### src/rtl/cpu_pkg.sv
// Shared CPU front-end encodings: fetch FSM states, redirect kinds, vector defaults.
package cpu_pkg;

    typedef enum logic {
        ST_BOOT = 1'b0,
        ST_RUN  = 1'b1
    } pc_state_e;

    typedef enum logic [1:0] {
        RD_NONE = 2'd0,
        RD_BR   = 2'd1,
        RD_EXC  = 2'd2
    } redir_e;

    localparam logic [31:0] RESET_VEC_DEF = 32'h0000_3000;
    localparam logic [31:0] EXC_VEC_DEF   = 32'h0000_4180;

endpackage

### src/rtl/pc_gen_if.sv
// Fetch request bus between the PC generator (master) and instruction memory (slave).
interface pc_gen_if #(
    parameter int ADDR_W = 32
);
    logic              if_req_o;
    logic [ADDR_W-1:0] if_addr_o;
    logic              if_gnt_i;

    modport master (output if_req_o, output if_addr_o, input if_gnt_i);
    modport slave  (input if_req_o, input if_addr_o, output if_gnt_i);
endinterface

### src/rtl/pc_gen_redirect_hold.sv
// Holds one redirect that arrived while fetch was blocked; exceptions are sticky over branches.
module redirect_hold
    import cpu_pkg::*;
#(
    parameter int ADDR_W = 32
) (
    input  logic              clk,
    input  logic              rstn,
    input  logic              clr_i,
    input  logic              cap_i,
    input  redir_e            live_kind_i,
    input  logic [ADDR_W-1:0] live_addr_i,
    output logic              pend_o,
    output redir_e            pend_kind_o,
    output logic [ADDR_W-1:0] pend_addr_o
);

    redir_e            kind_q;
    logic [ADDR_W-1:0] addr_q;

    always_ff @(posedge clk) begin
        if (!rstn || clr_i) begin
            kind_q <= RD_NONE;
            addr_q <= '0;
        end else if (cap_i) begin
            case (live_kind_i)
                RD_EXC: begin
                    kind_q <= RD_EXC;
                    addr_q <= live_addr_i;
                end
                // a branch must never displace a pending exception
                RD_BR: if (kind_q != RD_EXC) begin
                    kind_q <= RD_BR;
                    addr_q <= live_addr_i;
                end
                default: ;
            endcase
        end
    end

    assign pend_o      = (kind_q != RD_NONE);
    assign pend_kind_o = kind_q;
    assign pend_addr_o = addr_q;

endmodule

### src/rtl/pc_gen.sv
// Program counter generator: one BOOT cycle, then sequential fetch with stall, branch and
// exception redirects; redirects seen while memory withholds grant are parked until it opens.
module pc_gen
    import cpu_pkg::*;
#(
    parameter int                ADDR_W    = 32,
    parameter logic [ADDR_W-1:0] RESET_VEC = RESET_VEC_DEF[ADDR_W-1:0],
    parameter logic [ADDR_W-1:0] EXC_VEC   = EXC_VEC_DEF[ADDR_W-1:0],
    parameter int                STEP      = 4
) (
    input  logic              clk,
    input  logic              rstn,
    input  logic              stall_i,
    input  logic              br_flag_i,
    input  logic [ADDR_W-1:0] br_addr_i,
    input  logic              exc_flag_i,
    pc_gen_if.master          fif,
    output logic [ADDR_W-1:0] pc_o,
    output logic              pend_o
);

    pc_state_e         state_q;
    logic [ADDR_W-1:0] pc_q, pc_d;
    logic              req_q;

    redir_e            live_kind;
    logic [ADDR_W-1:0] live_addr;
    logic              pend_vld;
    redir_e            pend_kind;
    logic [ADDR_W-1:0] pend_addr;
    logic              open;

    assign open = (state_q == ST_RUN) && fif.if_gnt_i;

    always_comb begin
        live_kind = RD_NONE;
        live_addr = br_addr_i;
        if (exc_flag_i) begin
            live_kind = RD_EXC;
            live_addr = EXC_VEC;
        end else if (br_flag_i) begin
            live_kind = RD_BR;
        end
    end

    always_comb begin
        pc_d = pc_q;
        if (open) begin
            if (live_kind != RD_NONE) pc_d = live_addr;
            else if (pend_vld)        pc_d = pend_addr;
            else if (!stall_i)        pc_d = pc_q + ADDR_W'(STEP);
        end
    end

    // Pending state is dropped in BOOT and on any open cycle (whatever gets applied then wins).
    redirect_hold #(.ADDR_W(ADDR_W)) u_hold (
        .clk         (clk),
        .rstn        (rstn),
        .clr_i       ((state_q == ST_BOOT) || open),
        .cap_i       ((state_q == ST_RUN) && !fif.if_gnt_i),
        .live_kind_i (live_kind),
        .live_addr_i (live_addr),
        .pend_o      (pend_vld),
        .pend_kind_o (pend_kind),
        .pend_addr_o (pend_addr)
    );

    always_ff @(posedge clk) begin
        if (!rstn) begin
            state_q <= ST_BOOT;
            pc_q    <= RESET_VEC;
            req_q   <= 1'b0;
        end else begin
            case (state_q)
                ST_BOOT: begin
                    state_q <= ST_RUN;
                    pc_q    <= RESET_VEC;
                    req_q   <= 1'b1;
                end
                default: begin
                    state_q <= ST_RUN;
                    pc_q    <= pc_d;
                    req_q   <= 1'b1;
                end
            endcase
        end
    end

    assign fif.if_req_o  = req_q;
    assign fif.if_addr_o = pc_q;
    assign pc_o          = pc_q;
    assign pend_o        = pend_vld;

endmodule

### src/flat_wrapper.sv
// flat-port wrapper written by rule: the top's interface ports become plain ports
module pc_gen_flat import cpu_pkg::*;
#(
    parameter int                ADDR_W    = 32,
    parameter logic [ADDR_W-1:0] RESET_VEC = RESET_VEC_DEF[ADDR_W-1:0],
    parameter logic [ADDR_W-1:0] EXC_VEC   = EXC_VEC_DEF[ADDR_W-1:0],
    parameter int                STEP      = 4
)
  (clk, rstn, stall_i, br_flag_i, br_addr_i, exc_flag_i, pc_o, pend_o, fif_if_req_o, fif_if_addr_o, fif_if_gnt_i);
  pc_gen_if #(.ADDR_W(ADDR_W)) fif_i ();
  input  logic clk;
  input  logic rstn;
  input  logic stall_i;
  input  logic br_flag_i;
  input  logic [ADDR_W-1:0] br_addr_i;
  input  logic exc_flag_i;
  output logic [ADDR_W-1:0] pc_o;
  output logic pend_o;
  output wire logic [$bits(fif_i.if_req_o)-1:0] fif_if_req_o;
  output wire logic [$bits(fif_i.if_addr_o)-1:0] fif_if_addr_o;
  input wire logic [$bits(fif_i.if_gnt_i)-1:0] fif_if_gnt_i;
  assign fif_if_req_o = fif_i.if_req_o;
  assign fif_if_addr_o = fif_i.if_addr_o;
  assign fif_i.if_gnt_i = fif_if_gnt_i;
  pc_gen #(.ADDR_W(ADDR_W), .RESET_VEC(RESET_VEC), .EXC_VEC(EXC_VEC), .STEP(STEP)) u_core (.clk(clk), .rstn(rstn), .stall_i(stall_i), .br_flag_i(br_flag_i), .br_addr_i(br_addr_i), .exc_flag_i(exc_flag_i), .fif(fif_i), .pc_o(pc_o), .pend_o(pend_o));
endmodule
### config.mk
export PLATFORM = sky130hd
export DESIGN_NAME = pc_gen_flat
export DESIGN_NICKNAME = d
export VERILOG_FILES = /design/src/rtl/cpu_pkg.sv /design/src/rtl/pc_gen_if.sv /design/src/rtl/pc_gen_redirect_hold.sv /design/src/rtl/pc_gen.sv /design/src/flat_wrapper.sv
export SDC_FILE = /design/constraint.sdc
export NUM_CORES = 1
export LEC_CHECK = 0
export CORE_MARGIN = 2
export CORE_UTILIZATION = 40
export DETAILED_ROUTE_END_ITERATION = 8
export PLACE_DENSITY = 0.63
export SLEW_MARGIN = 20
export SYNTH_ARGS = -nofsm -noshare
export SYNTH_HDL_FRONTEND = slang
export SYNTH_HIERARCHICAL = 1
export SYNTH_SLANG_ARGS = --single-unit
### constraint.sdc
create_clock -name clk -period 3.1 [get_ports clk]
set_clock_uncertainty 0.2 [all_clocks]
set_input_delay 0.465 -clock clk [delete_from_list [all_inputs] [get_ports clk]]
set_output_delay 0.465 -clock clk [all_outputs]
set_load 0.02 [all_outputs]
==> run summary <==
The H-tree was split into 3 levels. The number of nets handed over by synthesis was 703. Setup violations remaining at the end of the flow were counted as 0.

The worst hold path belongs to the class flop to flop. The length of the first detailed-routing pass in iterations is 6, and the post-layout net count is 742. Top-level I/O count: 104.

The initial standard-cell utilization of the core is 0.409, and the average cell area after synthesis is 7.77 um2. The tools report the hold path startpoint as u_core/u_hold/pend_kind_o[1]. The core area was 12600 um2; the die area was 13800 um2. Clock-pin slew was measured on the worst setup and hold paths at 0.06 ns.

Yosys printed 6 warnings. Synthesis inferred 67 register bits. Gates resized during post-CTS repair numbered 0. For the overflow left after global routing, the log shows 0.

From bottom edge to top edge, the die measures 118 um. The area fraction of the dominant cell type after synthesis came out at 0.260. Along the worst hold path, the cell count comes to 2. Total routing resource utilization after global routing: 0.239. The leading cell type in the layout, fill and taps excluded is sky130_fd_sc_hd__clkdlybuf4s50_1. The worst setup path is captured at an output pin. The final number of hold-violating endpoints came out at 0. The sequential cells in the finished layout cover a total of 1340 um2. For the number of buffers added by the clock tree synthesis step, the log shows 9.

The first global-routing pass estimated 27300 um of wire. The run finished with clean final reports. Final hold slack: 0.317 ns.

Sorting the synthesized cells by area gives the leading types as sky130_fd_sc_hd__dfxtp_1 (26%), sky130_fd_sc_hd__or4b_1 (6.2%), sky130_fd_sc_hd__o21ai_0 (5.7%), sky130_fd_sc_hd__and3b_1 (5.6%), sky130_fd_sc_hd__o211ai_1 (5.4%). Of all nets on the critical path, the largest fanout is 19. Portion of the clock cycle consumed by the worst path in the final layout: 0.844.

The multi-input combinational cells in the finished layout cover a total of 3270 um2. Buffers added to address setup during post-CTS repair amount to 0. In the layout the commonest cells are sky130_fd_sc_hd__clkdlybuf4s50_1 (102), sky130_fd_sc_hd__dfxtp_1 (67), sky130_fd_sc_hd__o21ai_0 (59). Power spread over the standard cell area amounts to 358 nW/um2. The first routing iteration left 586 violations.

The area growth from synthesis to layout is 23.4%. The run gives 0 as the number of antenna violations at the first check in global routing. After routing, the total negative slack on setup checks comes to 0 ns.

The measured slew at the worst slew-check pin is 0.948 ns, and the worst-case reg-to-reg path depth is 5. For this run, design rule violations remaining after detail routing come to 0. Summed over all nets, the half-perimeter wirelength after detailed placement is 11600 um.

Endpoint of the most critical register-to-register path: u_core/fif.if_addr_o[16]. The post-detailed-route via-to-cell ratio came out at 6.25. The class of the most critical setup path was flop to output pin.

In this run the remaining antenna-violating nets after routing total 0. In this run, placement finished with an instance count of 864. STA classifies the critical path startpoint as a flop. The finished layout holds 879 standard cells, fillers aside.

The startpoint identified for the worst register-to-register timing path is u_core/u_hold/pend_kind_o[0]. The biggest area consumer among synthesized cells is sky130_fd_sc_hd__dfxtp_1. The total leakage power was 2.12 nW; the width of the die was 118 um. In this run, synthesis inferred 0 flip-flops with an integrated enable. The cell sitting at the root of the clock tree is a sky130_fd_sc_hd__clkbuf_16.

The repair_antennas step left the layout with diodes totalling 0. The count of fill cells added during filler insertion is 1231, and the port buffer count is 103. The number of cell rows is 41.

The design draws 2.28 mW. The logs give 0.52 ns for the worst-case register-to-register setup slack and 2.43 ns for the data required time at the worst endpoint. The number of global-route vias before repair was 5110. Setup repair after global routing left no endpoint under its margin. The run gives 0.260 as the sequential fraction of the synthesis area. At the end of routability-driven placement, the weighted congestion stood at 0.936. The share of post-route cells with drive strength above 1 came out at 0.0750. The tree built by TritonCTS fans out to 67 sinks.

Max-capacitance violation count: 0. Largest net degree at the start of global routing: 73. After synthesis the cells add up to 5160 um2. The most used flip-flop cell after synthesis is sky130_fd_sc_hd__dfxtp_1.

The synthesized netlist cell count is 664. The clock latency reported for the late side of the worst-skew pair was 0.33 ns. After detailed routing, the average wire length per cell comes to 19.4 um. The terminating pin of the worst hold path was u_core/u_hold/pend_kind_o[1]. The relative slew slack is 0.367, and the distinct cell type count of the synthesized netlist is 60. In this run the deepest clock path goes through 2 buffers. The worst-case vdd ir drop is 0.206 mV, and the placement-stage worst setup slack is 0.326 ns. The total detailed-routing wirelength is 17000 um, and the final critical delay including setup and external delays is 2.62 ns. Timing would allow up to 382 MHz. The logs give 0 for the total count of max-transition violations in the final report and 0 for the hold buffer count at cts.

Setup slack closes at 0.482 ns. TritonCTS built the clock tree. The share of flip-flops with an asynchronous set or reset after synthesis is 0. The routed layout has 5496 vias. The tools report the data arrival time of the worst path as 1.95 ns.
==> power by group <==
part	total, mW	switching [mW]	leakage, nW	internal [mW]
Sequential	0.888	0.0168	0.541	0.871
Clock	1.04	0.383	0.146	0.662
Combinational	0.348	0.200	1.43	0.148
Total	2.28	0.599	2.12	1.68
==> synthesized netlist by cell type (all sizes together) (2+ instances only) <==
cell type,number
a22o,3
nand4,13
a22oi,13
a211oi,2
buf,55
o211ai,37
o21ai,59
a211o,3
or2,4
nor2,26
o221a,2
a32o,2
xnor2,6
nor4,5
o22ai,7
or3,2
o221ai,2
xor2,2
o2bb2ai,3
o21bai,3
nor2b,32
clkbuf,42
and3b,33
nand3,13
and4,3
a31oi,44
or4b,32
a21o,4
nand2,33
dfxtp,67
o32a,2
nor3,13
a221oi,3
and2,35
and3,5
mux2i,3
a21oi,28
inv,8
nand2b,4
==> stage by stage <==
stage                      util  area [um2]
after floorplan               -        5160
final                     0.505        6370
after global routing      0.505        6370
after detailed placement  0.482        6080
after global placement    0.482        6080
after CTS                 0.505        6370
==> worst max-delay path by stage <==
stage	from	to	slack, ns	cells past startpoint
detailed placement	br_flag_i	u_core/fif.if_addr_o[11]	0.33	7
floorplan	u_core/u_hold/pend_kind_o[1]	u_core/fif.if_addr_o[25]	0.82	6
global placement	br_flag_i	u_core/fif.if_addr_o[11]	0.34	7
finish	u_core/u_hold/pend_kind_o[0]	pend_o	0.48	2
CTS	u_core/u_hold/pend_kind_o[0]	pend_o	0.48	2
global route	u_core/u_hold/pend_kind_o[0]	u_core/fif.if_addr_o[11]	0.35	6
==> logic make-up (layout without fill, tap and decap cells) <==
family,after synthesis,in the layout,share of synthesized area
XOR/XNOR,8,8,0.0136
multiplexers,3,3,0.00582
AND/OR/NAND/NOR,256,256,0.329
adder cells (fa/ha/maj),1,1,0.00242
AO/OA/AOI/OAI,224,224,0.280
buffers and inverters,105,148,0.110
flip-flops,67,67,0.260
==> state kept, by name (all words and copies together) (netlist names) <==
| register | flops |
|---|---|
| u_core/fif.if_req_o | 1 |
| u_core/fif.if_addr_o | 32 |
| u_core/u_hold/pend_kind_o | 2 |
| u_core/u_hold/pend_addr_o | 32 |
==> worst max-delay path, cell delays in order, from the launching register on <==
cell and delay (ns):
sky130_fd_sc_hd__dfxtp_1 0.42, sky130_fd_sc_hd__or2_2 0.50, sky130_fd_sc_hd__clkdlybuf4s50_1 0.71
==> routing by layer <==
layer,vias to the layer above,track usage,share of wire
met3,13,0.0494,0.089
li1,2559,-,-
met1,2638,0.353,0.48
met2,286,0.350,0.42
met4,0,0.0648,0.0084
met5,-,0,0
==> final cells by class <==
cell class	instances	share of cell area
clock inverter	2	0.00550
timing repair buffer	125	0.191
clock buffer	13	0.0408
multi-input combinational	492	0.514
tap	172	0.0338
inverter	8	0.00471
sequential	67	0.210
Power figures use the tool's default switching activity.
